==> src/rtl/iterative_divider_pkg.sv <==
// rtl/iterative_divider_pkg.sv - shared states and constants for the iterative divider
package iterative_divider_pkg;

    typedef enum logic [1:0] {
        DIV_IDLE = 2'd0,
        DIV_RUN  = 2'd1,
        DIV_FIX  = 2'd2,
        DIV_DONE = 2'd3
    } div_state_t;

    // One quotient bit is produced per RUN cycle
    localparam int DIV_ITERATIONS = 32;

    // Start cycle to done pulse: 1 latch + 32 RUN + 1 FIX edges
    localparam int DIV_LATENCY = 34;

endpackage

==> src/rtl/iterative_divider_div_step.sv <==
// rtl/iterative_divider_div_step.sv - one combinational restoring divide iteration
module div_step #(
    parameter int WIDTH = 32
) (
    input  logic [WIDTH-1:0] rem_in,
    input  logic             dvd_bit,
    input  logic [WIDTH-1:0] divisor,
    output logic [WIDTH-1:0] rem_out,
    output logic             q_bit
);

    // Partial remainder keeps the shifted-out MSB so the compare cannot overflow
    logic [WIDTH:0] partial;
    logic           ge;

    assign partial = {rem_in, dvd_bit};
    assign ge      = (partial >= {1'b0, divisor});

    // When the subtraction is taken the result is below the divisor, so WIDTH bits suffice
    always_comb begin
        q_bit   = ge;
        rem_out = partial[WIDTH-1:0];
        if (ge) begin
            rem_out = partial[WIDTH-1:0] - divisor;
        end
    end

endmodule

==> src/rtl/iterative_divider.sv <==
// rtl/iterative_divider.sv - multi-cycle DIV/DIVU engine with stall request
module iterative_divider
    import iterative_divider_pkg::*;
#(
    parameter int WIDTH = 32,
    parameter int CNT_W = 5
) (
    input  logic             clk,
    input  logic             reset,
    input  logic             i_start,
    input  logic             i_is_unsigned,
    input  logic [WIDTH-1:0] i_dividend,
    input  logic [WIDTH-1:0] i_divisor,
    input  logic             i_cancel,
    output logic             o_busy,
    output logic             o_done,
    output logic [WIDTH-1:0] o_quotient,
    output logic [WIDTH-1:0] o_remainder
);

    div_state_t       state_q, state_d;
    logic [CNT_W-1:0] cnt_q, cnt_d;
    logic [WIDTH-1:0] dvd_q, dvd_d;     // dividend magnitude, becomes quotient as it shifts
    logic [WIDTH-1:0] rem_q, rem_d;     // partial remainder
    logic [WIDTH-1:0] dsr_q, dsr_d;     // divisor magnitude
    logic [WIDTH-1:0] raw_q, raw_d;     // dividend as presented, for the divide-by-zero result
    logic             q_neg_q, q_neg_d;
    logic             r_neg_q, r_neg_d;
    logic             dvz_q, dvz_d;
    logic [WIDTH-1:0] quot_q, quot_d;
    logic [WIDTH-1:0] remd_q, remd_d;

    logic             accept;
    logic             dvd_sign, dsr_sign;
    logic [WIDTH-1:0] dvd_mag, dsr_mag;
    logic [WIDTH-1:0] step_rem;
    logic             step_q;
    logic             last_iter;

    assign accept    = (state_q == DIV_IDLE) && i_start && !i_cancel;
    assign dvd_sign  = !i_is_unsigned && i_dividend[WIDTH-1];
    assign dsr_sign  = !i_is_unsigned && i_divisor[WIDTH-1];
    assign dvd_mag   = dvd_sign ? -i_dividend : i_dividend;
    assign dsr_mag   = dsr_sign ? -i_divisor  : i_divisor;
    assign last_iter = (cnt_q == CNT_W'(WIDTH - 1));

    div_step #(
        .WIDTH (WIDTH)
    ) u_div_step (
        .rem_in  (rem_q),
        .dvd_bit (dvd_q[WIDTH-1]),
        .divisor (dsr_q),
        .rem_out (step_rem),
        .q_bit   (step_q)
    );

    // Next-state, datapath updates and cancel override
    always_comb begin
        state_d = state_q;
        cnt_d   = cnt_q;
        dvd_d   = dvd_q;
        rem_d   = rem_q;
        dsr_d   = dsr_q;
        raw_d   = raw_q;
        q_neg_d = q_neg_q;
        r_neg_d = r_neg_q;
        dvz_d   = dvz_q;
        quot_d  = quot_q;
        remd_d  = remd_q;

        case (state_q)
            DIV_IDLE: begin
                if (accept) begin
                    dvd_d   = dvd_mag;
                    dsr_d   = dsr_mag;
                    rem_d   = '0;
                    raw_d   = i_dividend;
                    cnt_d   = '0;
                    q_neg_d = dvd_sign ^ dsr_sign;
                    r_neg_d = dvd_sign;
                    dvz_d   = (i_divisor == '0);
                    state_d = DIV_RUN;
                end
            end
            DIV_RUN: begin
                dvd_d = {dvd_q[WIDTH-2:0], step_q};
                rem_d = step_rem;
                cnt_d = cnt_q + 1'b1;
                if (last_iter) begin
                    cnt_d   = '0;
                    state_d = DIV_FIX;
                end
            end
            DIV_FIX: begin
                if (dvz_q) begin
                    quot_d = '1;
                    remd_d = raw_q;
                end else begin
                    quot_d = q_neg_q ? -dvd_q : dvd_q;
                    remd_d = r_neg_q ? -rem_q : rem_q;
                end
                state_d = DIV_DONE;
            end
            DIV_DONE: begin
                state_d = DIV_IDLE;
            end
            default: begin
                state_d = DIV_IDLE;
            end
        endcase

        // A flush abandons the operation and leaves the published results alone
        if (i_cancel) begin
            state_d = DIV_IDLE;
            cnt_d   = '0;
            quot_d  = quot_q;
            remd_d  = remd_q;
        end
    end

    // State and datapath registers with synchronous reset
    always_ff @(posedge clk) begin
        if (reset) begin
            state_q <= DIV_IDLE;
            cnt_q   <= '0;
            dvd_q   <= '0;
            rem_q   <= '0;
            dsr_q   <= '0;
            raw_q   <= '0;
            q_neg_q <= 1'b0;
            r_neg_q <= 1'b0;
            dvz_q   <= 1'b0;
            quot_q  <= '0;
            remd_q  <= '0;
        end else begin
            state_q <= state_d;
            cnt_q   <= cnt_d;
            dvd_q   <= dvd_d;
            rem_q   <= rem_d;
            dsr_q   <= dsr_d;
            raw_q   <= raw_d;
            q_neg_q <= q_neg_d;
            r_neg_q <= r_neg_d;
            dvz_q   <= dvz_d;
            quot_q  <= quot_d;
            remd_q  <= remd_d;
        end
    end

    // Busy drops in DONE so the pipeline advances in the cycle HI/LO are written
    assign o_busy      = accept || (state_q == DIV_RUN) || (state_q == DIV_FIX);
    assign o_done      = (state_q == DIV_DONE) && !i_cancel;
    assign o_quotient  = quot_q;
    assign o_remainder = remd_q;

endmodule
==> config.mk <==
export PLATFORM = sky130hd
export DESIGN_NAME = iterative_divider
export DESIGN_NICKNAME = d
export VERILOG_FILES = /design/src/rtl/iterative_divider_pkg.sv /design/src/rtl/iterative_divider_div_step.sv /design/src/rtl/iterative_divider.sv
export SDC_FILE = /design/constraint.sdc
export NUM_CORES = 1
export LEC_CHECK = 0
export BUFFER_PORTS_ARGS = -buffer_cell sky130_fd_sc_hd__buf_4
export CORE_MARGIN = 5
export CORE_UTILIZATION = 45
export DETAILED_ROUTE_END_ITERATION = 12
export PLACE_DENSITY = 0.66
export REMOVE_ABC_BUFFERS = 1
export SYNTH_ARGS = -nofsm -noshare
export SYNTH_HDL_FRONTEND = slang
export SYNTH_SLANG_ARGS = --single-unit
==> constraint.sdc <==
create_clock -name clk -period 2.95 [get_ports clk]
set_input_delay 0.295 -clock clk [delete_from_list [all_inputs] [get_ports clk]]
set_output_delay 0.295 -clock clk [all_outputs]
set_load 0.01 [all_outputs]
==> flow_metrics.env <==
export IMPL_grtUsageTotal_pct=20.9
export IMPL_die_area_mm2=0.0303
export IMPL_vias=11500
export IMPL_yosysTopAreaCellShare_pct=33.4
export IMPL_synth_seq_cells=202
export IMPL_clkTransAtPathRegs_ps=60
export IMPL_synth_edf_count=0
export IMPL_synth_area_mm2=0.0121
export IMPL_start_util_pct=45.3
export IMPL_cts_tree="yes"
export IMPL_place_hpwl_mm=24.4
export IMPL_drtAntennaViolNets=0
export IMPL_hold_violations=0
export IMPL_max_slew_worst_pin_slew_ps=859
export IMPL_clkPwrFrac_pct=45.7
export IMPL_slew_headroom_pct=42.8
export IMPL_place_area_mm2=0.0138
export IMPL_drv_slew=0
export IMPL_antenna_cells=0
export IMPL_timing_setup_tns_ps=0
export IMPL_crit_required_ps=3360
export IMPL_grt_pass1_vias=10800
export IMPL_h_tree_depth=1
export IMPL_drc=0
export IMPL_synth_async_reset_ratio_pct=0
export IMPL_hp_start="i_cancel"
export IMPL_final_setup_worst_slack_ps=22.5
export IMPL_ys_seq_area_share_pct=33.4
export IMPL_syn_avg_cell_area_um2=7.48
export IMPL_pin_count=135
export IMPL_switching_power_mw=1.90
export IMPL_drive_gt1_share_pct=16.1
export IMPL_nets=1872
export IMPL_io_buffers=134
export IMPL_num_rows=60
export IMPL_grt_overflow=0
export IMPL_period_needed_ps=2930
export IMPL_sequentialPowerShare_pct=39.0
export IMPL_ys_types=65
export IMPL_power_frac_comb_pct=15.4
export IMPL_finalSetupViolations=0
export IMPL_initialDrtViolationCount=946
export IMPL_endpoint_kind="flop"
export IMPL_power_density_mw_per_mm2=501
export IMPL_avgViaCountPerCell=5.40
export IMPL_max_cap_violations=0
export IMPL_wl_per_cell_um=15.5
export IMPL_intPower_mw=5.53
export IMPL_gp_routability_congestion=0.926
export IMPL_fmax_mhz=342
export IMPL_holdBufCountCts=0
export IMPL_chipHeight_um=174
export IMPL_drtPass1Iterations=5
export IMPL_grt_max_degree=61
export IMPL_yosysWarnings=0
export IMPL_cts_buffer_depth=3
export IMPL_fp_dieW_um=174
export IMPL_synthFlopType="dfxtp_1"
export IMPL_status="finished, final reports clean"
export IMPL_hold_path_class="input pin to flop"
export IMPL_place_worst_setup_slack_ps=2.90
export IMPL_skew_ps=19.7
export IMPL_clockRootBuffer="clkbuf_16"
export IMPL_worstSetupStartpointType="flop"
export IMPL_post_route_period_util_pct=99.2
export IMPL_worstSetupPathType="flop to flop"
export IMPL_clock_sinks=202
export IMPL_clock_latency_ps=520
export IMPL_worstPathMaxFanout=4
export IMPL_crit_start="rem_q[6]$_SDFFE_PP0P_"
export IMPL_synth_area_top_cells="dfxtp_1 33%, nand2_1 9.4%, a21oi_1 5.7%"
export IMPL_r2r_start="rem_q[6]$_SDFFE_PP0P_"
export IMPL_ir_drop_mv=0.373
export IMPL_cts_made_buffers=24
export IMPL_rsz0062_at_grt="yes"
export IMPL_antenna_found_initial=0
export IMPL_design_area_mm2=0.0148
export IMPL_grt_first_pass_wirelength_mm=54.1
export IMPL_worstPathArrival_ps=3330
export IMPL_p_leak_nw=6.13
export IMPL_whs_ps=40.0
export IMPL_totalPowerFinal_mw=7.43
export IMPL_netlist_instances=1618
export IMPL_sw_frac_of_total_pct=25.6
export IMPL_core_area_mm2=0.0267
export IMPL_rrSetupSlack_ps=20
export IMPL_wl_mm=32.9
export IMPL_syn_to_final_growth_pct=22.7
export IMPL_yosysTopAreaCell="dfxtp_1"
[critical path: stages (launching register included)]
cell	delay (ps)
dfxtp_2	310
or4_4	530
or4_4	450
or3_4	360
or4_4	540
o21ai_0	260
xor2_1	180
o21ai_1	70
nand2_1	70
a21oi_1	50
[layout make-up]
cell class | instances | area (µm²)
Clock buffer | 34 | 719
Clock inverter | 10 | 200
Fill cell | 2572 | 11900
Inverter | 61 | 229
Multi-Input combinational cell | 1259 | 7560
Sequential cell | 202 | 4050
Tap cell | 341 | 427
Timing Repair Buffer | 212 | 1660
[Yosys cell counts (all sizes together), types with 9 or more instances]
master,n
nand2,304
dfxtp,202
o21ai,145
a21oi,139
nor2,122
xnor2,78
clkbuf,77
xor2,66
inv,60
nor3,49
ha,42
mux2i,28
a211oi,24
o22ai,21
o31ai,21
buf,19
or3,19
nand2b,18
a21o,16
o211ai,16
nand3,15
a31oi,14
or4,14
nor4,13
o41ai,9
[power by group through the flow]
stage / registers [mW] / clock network, mW / logic, mW
detailed placement: 2.95 / 0 / 1.11
global route: 2.91 / 3.58 / 1.27
global placement: 2.95 / 0 / 1.10
CTS: 2.89 / 3.46 / 1.12
floorplan: 2.94 / 0 / 0.706
finish: 2.90 / 3.40 / 1.14
[metal layers]
layer / track usage, % / vias up / share of wire, %
met5: 0 / - / 0
met4: 5.48 / 0 / 2.5
met3: 2.52 / 54 / 3.7
met2: 36.1 / 249 / 47
met1: 27.8 / 5218 / 46
li1: - / 5931 / -
[registers in the layout, indices dropped and copies added (netlist names)]
signal       cells
dvz_q            1
dsr_q           32
o_remainder     32
dvd_q           32
r_neg_q          1
q_neg_q          1
raw_q           32
cnt_q            5
o_quotient      32
rem_q           32
state_q          2
[placed cells by master (no fill, tap or decap), types with 4 or more instances in the layout]
| cell | n |
|---|---|
| nand2_1 | 304 |
| buf_4 | 207 |
| dfxtp_1 | 200 |
| a21oi_1 | 137 |
| o21ai_0 | 134 |
| nor2_1 | 122 |
| xnor2_1 | 78 |
| xor2_1 | 66 |
| inv_1 | 60 |
| nor3_1 | 48 |
| ha_1 | 42 |
| mux2i_1 | 28 |
| clkbuf_16 | 26 |
| a211oi_1 | 23 |
| o22ai_1 | 21 |
| o31ai_1 | 19 |
| nand2b_1 | 18 |
| or3_1 | 17 |
| o211ai_1 | 16 |
| a21o_1 | 16 |
| nand3_1 | 15 |
| a31oi_1 | 12 |
| nor4_1 | 11 |
| or4_1 | 10 |
| o21ai_1 | 9 |
| and3_1 | 8 |
| a311oi_1 | 8 |
| nor2b_1 | 7 |
| o41ai_1 | 7 |
| a22o_1 | 7 |
| nand4_1 | 6 |
| a32oi_1 | 6 |
| bufinv_16 | 6 |
| clkbuf_8 | 6 |
| or4_4 | 4 |
| a221oi_1 | 4 |
| clkinv_2 | 4 |
| buf_12 | 4 |
[stage by stage]
| step | util, % | instances |
|---|---|---|
| global route | 55.5 | 2119 |
| global placement | 51.7 | 2073 |
| CTS | 55.1 | 2117 |
| finish | 55.5 | 2119 |
| floorplan | - | 1522 |
| detailed placement | 51.7 | 2073 |
[path summary, 6_finish.rpt]
path	cells after the start	to
setup / recovery	9	o_remainder[28]$_SDFFE_PP0P_
setup reg to reg	9	o_remainder[28]$_SDFFE_PP0P_
hold reg to reg	2	raw_q[27]$_SDFFE_PP0P_
hold / removal	2	cnt_q[1]$_SDFFE_PP0P_
[cell families after synthesis]
kind of cell / Yosys count / share of synthesized area, %
DFF: 202 / 33.4
adders and majority gates: 43 / 4.51
buffers and inverters: 157 / 5.01
muxes: 29 / 2.41
AOI/OAI and AO/OA: 449 / 22.4
xor gates and xnor gates: 144 / 10.4
and+or+nand+nor: 594 / 21.8
[timing repair]
action	CTS	global route
gates resized for setup	1	21
cloned	0	1
setup endpoints to repair	2	44
pin swaps	0	4
setup buffers	0	1
(Power assumes the default switching activity.)
